`config.mk`:
```
export PLATFORM = sky130hd
export DESIGN_NAME = reaction_round_ctrl
export DESIGN_NICKNAME = d
export VERILOG_FILES = /design/src/rtl/reaction_round_ctrl.sv
export SDC_FILE = /design/constraint.sdc
export NUM_CORES = 1
export LEC_CHECK = 0
export CAP_MARGIN = 10
export CORE_MARGIN = 2
export CORE_UTILIZATION = 56
export DETAILED_ROUTE_END_ITERATION = 12
export DONT_BUFFER_PORTS = 1
export PLACE_DENSITY_LB_ADDON = 0.15
export SLEW_MARGIN = 40
export SYNTH_ARGS = -nofsm -noshare
export SYNTH_HDL_FRONTEND = slang
export SYNTH_SLANG_ARGS = --single-unit
```
`constraint.sdc`:
```
create_clock -name CLOCK_50 -period 1.8 [get_ports CLOCK_50]
set_clock_uncertainty 0.05 [all_clocks]
set_input_delay 0.36 -clock CLOCK_50 [delete_from_list [all_inputs] [get_ports CLOCK_50]]
set_output_delay 0.36 -clock CLOCK_50 [all_outputs]
set_load 0.03 [all_outputs]
```
`src/rtl/reaction_round_ctrl.sv`:
```
// Round sequencer for the reaction-timer game: lights, random delay, timing, result.
// Optional best-time tracking is enabled by defining REACTION_BEST_EN.
//
// state       | meaning
// IDLE        | waiting for start after reset
// LIGHTS      | lighting LEDs one per tick_hs, LFSR running
// DELAY       | all lights on, random delay running, LFSR frozen
// TIMING      | lights off, millisecond counter enabled
// RESULT      | reaction time or timeout held for display
// FALSE_START | react seen before lights out, LEDs flashing
module reaction_round_ctrl #(
  parameter int NUM_LIGHTS = 10,
  parameter int CNT_W      = 16,
  parameter int TIMEOUT_MS = 9999
) (
  input  logic             CLOCK_50,
  input  logic             reset,
  input  logic             tick_ms,
  input  logic             tick_hs,
  input  logic             start,
  input  logic             react,
  input  logic             delay_done,
  input  logic [CNT_W-1:0] count_in,
  output logic [9:0]       led,
  output logic             lfsr_en,
  output logic             delay_start,
  output logic             cnt_clear,
  output logic             cnt_en,
  output logic [CNT_W-1:0] result,
  output logic             result_valid,
  output logic             jump_start,
  output logic             timeout,
  output logic [CNT_W-1:0] best
);

  typedef enum logic [2:0] {
    IDLE, LIGHTS, DELAY, TIMING, RESULT, FALSE_START
  } state_t;

  localparam logic [3:0]       LAST_IDX    = 4'(NUM_LIGHTS);
  localparam logic [CNT_W-1:0] TIMEOUT_VAL = CNT_W'(TIMEOUT_MS);

  state_t     state;
  logic [3:0] idx;

  // The millisecond counter consumes tick_ms directly; the sequencer only watches count_in.
  logic unused_tick_ms;
  assign unused_tick_ms = tick_ms;

  always_ff @(posedge CLOCK_50) begin
    if (reset) begin
      state        <= IDLE;
      idx          <= '0;
      led          <= '0;
      lfsr_en      <= 1'b1;
      delay_start  <= 1'b0;
      cnt_clear    <= 1'b0;
      cnt_en       <= 1'b0;
      result       <= '0;
      result_valid <= 1'b0;
      jump_start   <= 1'b0;
      timeout      <= 1'b0;
`ifdef REACTION_BEST_EN
      best         <= '1;
`endif
    end else begin
      delay_start <= 1'b0;
      cnt_clear   <= 1'b0;
      case (state)
        IDLE, RESULT, FALSE_START: begin
          lfsr_en <= 1'b1;
          if (start) begin
            state        <= LIGHTS;
            led          <= '0;
            idx          <= '0;
            cnt_clear    <= 1'b1;
            cnt_en       <= 1'b0;
            result_valid <= 1'b0;
            jump_start   <= 1'b0;
            timeout      <= 1'b0;
          end else if (state == FALSE_START && tick_hs) begin
            led <= ~led;
          end
        end
        LIGHTS: begin
          // A jump start outranks the light step in the same cycle.
          if (react) begin
            state      <= FALSE_START;
            jump_start <= 1'b1;
            led        <= 10'h2AA;
            cnt_en     <= 1'b0;
            lfsr_en    <= 1'b1;
          end else if (tick_hs) begin
            led <= {1'b1, led[9:1]};
            idx <= idx + 4'd1;
            if (idx + 4'd1 == LAST_IDX) begin
              state       <= DELAY;
              delay_start <= 1'b1;
              lfsr_en     <= 1'b0;
            end
          end
        end
        DELAY: begin
          if (react) begin
            state      <= FALSE_START;
            jump_start <= 1'b1;
            led        <= 10'h2AA;
            cnt_en     <= 1'b0;
            lfsr_en    <= 1'b1;
          end else if (delay_done) begin
            state  <= TIMING;
            led    <= '0;
            cnt_en <= 1'b1;
          end
        end
        TIMING: begin
          if (react) begin
            state        <= RESULT;
            result       <= count_in;
            result_valid <= 1'b1;
            timeout      <= 1'b0;
            cnt_en       <= 1'b0;
            lfsr_en      <= 1'b1;
`ifdef REACTION_BEST_EN
            if (count_in < best) best <= count_in;
`endif
          end else if (count_in >= TIMEOUT_VAL) begin
            state        <= RESULT;
            result       <= TIMEOUT_VAL;
            result_valid <= 1'b0;
            timeout      <= 1'b1;
            cnt_en       <= 1'b0;
            lfsr_en      <= 1'b1;
          end
        end
        default: state <= IDLE;
      endcase
    end
  end

`ifndef REACTION_BEST_EN
  assign best = '1;
`endif

endmodule

```
* Yosys cells after proc, flatten, opt, wreduce, memory -nomap -nowiden
Index checks and enable logic that the tools add are counted.
Word-level totals: flip-flop bits (word level) 40, input port bits 23, output and inout port bits 49, word-level logic and storage cells 97
Operators by class: $add $sub $neg 1, magnitude comparators 1, eq/ne operators 17, multiplexer cells 43, bitwise gates (word level) 4, reductions and logical operators 20
Operators with widths (count):
- two-way mux 10 bit | 6
- two-way mux 16 bit | 2
- case mux 10 bit (3 select lines) | 1
- two-way mux 3 bit | 8
- >= comparator 16 x 14 -> 1 bit (second input constant) | 1
- two-way mux 1 bit | 16
- inequality test 3 bit (second input constant) | 5
- AND reduction 5 bit | 3
- two-way mux 4 bit | 3
- case mux 3 bit (4 select lines) | 1
- inequality test 2 bit (second input constant) | 5
- inverter 10 bit | 1
- case mux 1 bit (4 select lines) | 2
- case mux 4 bit (2 select lines) | 1
- AND reduction 4 bit | 2
- nonzero test 2 bit | 4
- == test 3 x 2 -> 1 bit (second input constant) | 2
- == test 3 bit (second input constant) | 2
- case mux 1 bit (2 select lines) | 3
- AND reduction 3 bit | 2
- adder 4 x 1 -> 4 bit (second input constant) | 1
- == test 4 bit (second input constant) | 1
- nonzero test 4 bit | 1
- OR reduction 2 bit | 2
- other kinds (9) | 11

* Logic depth before layout (Yosys ltp)
depth in word-level cells 6, mapped depth 7, mapped depth without buffers 7

* Worst setup path before layout
No wires, ideal clock.
kind input to register, from input port count_in[14], to register timeout, library setup time 0.070 ns, arrival 1.846 ns, data required time 1.680 ns, slack -0.166 ns, stages on the path 5, buffers on the path 0, cells stage by stage or4_1 > a211o_1 > a311o_1 > or3_1 > a21oi_1
Between the ends: word-level cells in the longest chain between the ends 3
RTL lines:
- start: declaration | line 23 | input logic [CNT_W-1:0] count_in,
- >= comparator 16 x 14 -> 1 bit | line 127 | end else if (count_in >= TIMEOUT_VAL) begin
- inequality test 3 bit (no source line)
- AND reduction 3 bit (no source line)
- end signal: assignment | line 80 | timeout <= 1'b0;
- end signal: assignment | line 121 | timeout <= 1'b0;
- end signal: assignment | line 131 | timeout <= 1'b1;
- end: declaration | line 32 | output logic timeout,
No other way between the ends. A chain may end at the register's enable or synchronous reset.

* Final worst setup path
from register state[2], to register idx[3]
Between the ends: word-level cells in the longest chain between the ends 4, elaborated cells on any way between the ends 11, classes of those cells 6 x eq/ne; 1 x mux; 4 x reduce/logical
RTL lines:
- start: declaration | line 43 | state_t state;
- start signal: assignment | line 52 | state <= IDLE;
- start signal: assignment | line 73 | state <= LIGHTS;
- start signal: assignment | line 88 | state <= FALSE_START;
- == test 3 bit or zero test 3 bit (tied branches) | line 69 | case (state)
- OR reduction 3 bit | line 69
- inequality test 2 bit (no source line) or nonzero test 2 bit (tied branches)
- AND reduction 4 bit (no source line)
- end signal: assignment | line 95 | idx <= idx + 4'd1;
- end: declaration | line 44 | logic [3:0] idx;
Several ways; a longest one is shown, not always the timed one.

==> results_dict.tcl <==
set metrics [dict create \
    run_status "complete, no violations" \
    postSynthRegisterBits 40 \
    die-width_um 64.7 \
    die_height_um 64.7 \
    final.fill_count 351 \
    routed_wl_um 4530 \
    final.setup.worst_slack_ns 0.0745 \
    holdCritPathClass "input port to flip-flop" \
    drt_iter0_markers 159 \
    dp_worst_setup_slack_ns -0.220 \
    slowest_stage_cell_cp "sky130_fd_sc_hd__or4b_2" \
    post-route-min-period_ns 1.73 \
    post_synth_instance_area_um2 2060 \
    drc_errors 0 \
    floorplan.die_area_um2 4190 \
    core_area_um2 3610 \
    diodes 0 \
    timing.critical_path.to_type "flip-flop" \
    yosysSeqAreaShare_pct 38.8 \
    cp.required_ns 1.98 \
    post_route_cells_drive_above_1_share_pct 15.1 \
    drt.antenna.violating_nets 0 \
    num_rows 22 \
    h_tree_lvl_count 2 \
    hold_path_startpoint "reset" \
    timing_hold_violations_final 0 \
    synth-main-ff-cell "sky130_fd_sc_hd__dfxtp_1" \
    synth_area_per_cell_um2 7.73 \
    maxCapViolCount 0 \
    fin_util_pct 63.5 \
    drt_first_pass_iters 4 \
    floorplan.initialDensity_pct 57.2 \
    setup_violations 0 \
    post_drt_wl_per_cell_um 13.9 \
    cts-buffers-inserted 5 \
    ys_async_sr_fraction_pct 0 \
    ioPinCount 72 \
    regToRegStartpoint "state[2]" \
    root_buffer "sky130_fd_sc_hd__clkbuf_8" \
    grt_pass1_vias 1504 \
    avgViaCountPerCell 5.69 \
    timing.critical_path.cells "nor4bb_2, nand4bb_1, or4b_2, a21oi_1" \
    fin_setup_tns_ns 0 \
    max-clock-path-buffers 2 \
    top_achievable_clock_speed_mhz 580 \
    grt_usage_pct 21.6 \
    path_max_fanout 3 \
    clock_latency_on_the_worst_skew_pair_ns 0.30 \
    timing.critical_path.buf_inv 0 \
    overflow 0 \
    fin_crit_sh_pct 95.9 \
    clock_sink_count 40 \
    critical_path_source_type "flip-flop" \
    layout.cells.most_common "sky130_fd_sc_hd__nor2_1" \
    layout.nets 303 \
    finalMaxSlewViolations 0 \
    critical_path.max_stage_delay_ns 0.62 \
    layout.cells.most_common_list "sky130_fd_sc_hd__nor2_1 (57), sky130_fd_sc_hd__dfxtp_1 (38), sky130_fd_sc_hd__a21oi_1 (26)" \
    synth.distinct_cells 45 \
    buffer_ports.inserted 0 \
    crit_arrival_ns 1.90 \
    setup.worst_path.start "state[2]" \
    finalWeightedCongestion 0.801 \
    first_pass_grt_wire_length_um 7040 \
    clock_tree_from_tritoncts "yes" \
    detailroute.via_count 1855 \
    totalPowerFinal_uw 2470 \
    placedCellCount 318 \
    initial_antenna_violation_count 0 \
    areaGrowthSynthToFinish_pct 11.0 \
    grt_max_degree 42 \
    dp.final_hpwl_um 3180 \
    pwrdens_nw_per_um2 1080 \
    p_leak_uw 0.000864 \
    finalNonFillerCells 326 \
    postCtsHoldBufs 0 \
    cts.reportedPaths.clkPinSlew_ns 0.08 \
    synthesis.instances 267 \
    crit_family "simple AND/OR/NAND/NOR gates" \
    synth_edf_count 0 \
    synth.yosys.warnings 0 \
    critical_path_class "flip-flop to flip-flop" \
    ir_worst_vdd_uv 441 \
]
==> report_power, final <==
| part | switching [uW] | internal (uW) |
|---|---|---|
| sequential | 218 | 978 |
| clock | 310 | 262 |
| combinational | 393 | 307 |
| total | 921 | 1550 |
==> final timing paths <==
| check | end | slack, ns | cells after the start |
|---|---|---|---|
| worst max-delay path | idx[3] | 0.07 | 4 |
| worst min register to register | idx[1] | 0.46 | 2 |
| worst max register to register | idx[3] | 0.07 | 4 |
| worst min-delay path | state[2] | 0.08 | 1 |
==> cell usage after synthesis, types with 3 or more instances <==
library cell               count  area (um2)
sky130_fd_sc_hd__a21oi_1      27         135
sky130_fd_sc_hd__nor3_1       23         115
sky130_fd_sc_hd__nand2_1       9        33.8
sky130_fd_sc_hd__buf_4        16         120
sky130_fd_sc_hd__nor2_1       57         214
sky130_fd_sc_hd__nand2b_1      5        31.3
sky130_fd_sc_hd__nand4_1       3        18.8
sky130_fd_sc_hd__o21ai_0      11        55.1
sky130_fd_sc_hd__nand3_1       3        15.0
sky130_fd_sc_hd__a211oi_1      5        37.5
sky130_fd_sc_hd__clkbuf_1     12        45.0
sky130_fd_sc_hd__nor2b_1       4        25.0
sky130_fd_sc_hd__dfxtp_1      40         801
sky130_fd_sc_hd__a22oi_1       8        60.1
==> sequential cells by signal, summed over array words and instances, names as in the netlist <==
register and count:
cnt_clear 1, cnt_en 1, delay_start 1, idx 4
jump_start 1, led 10, lfsr_en 1, result 16
result_valid 1, state 3, timeout 1
==> cell families (layout without fill, tap and decap cells) <==
kind of cell,Yosys count,in the layout,share of synthesized area [%]
simple gates,120,120,28.1
compound gates,68,68,21.3
flops,40,40,38.8
buf+inv,33,29,8.98
fa+ha+maj,2,2,1.21
xor+xnor,2,2,0.849
other cells,1,16,0.182
mux,1,1,0.546
==> cell type report <==
type	count	area [um2]	area share (%)
Tap cell	48	60.1	2.62
Sequential cell	40	803	35.1
Multi-Input combinational cell	209	1160	50.8
Clock inverter	2	12.5	0.546
Inverter	2	7.51	0.328
Timing Repair Buffer	20	175	7.65
Clock buffer	5	68.8	3.00
==> through the flow <==
| step | hold slack (ns) | instance area, um2 |
|---|---|---|
| 2_1_floorplan | 0.424 | 2120 |
| 4_1_cts | 0.0683 | 2260 |
| 5_1_grt | 0.0574 | 2290 |
| 6_report | 0.0767 | 2290 |
| 3_3_place_gp | 0.384 | 2170 |
| 3_5_place_dp | 0.385 | 2170 |
==> per-layer routing <==
layer  global-route usage (%)  wire (um)  vias to the layer above
li1                         -          -                      945
met1                     28.4       2070                      845
met2                     33.1       2130                       56
met3                     7.12        272                        9
met4                     7.98         62                        0
met5                        0          0                        -
==> timing repair <==
action	CTS	global route
gates resized for setup	1	7
endpoints found under the setup margin	1	14
pin swaps	0	3
setup buffers	0	1
Note: power is estimated with default switching activity, not from simulation.
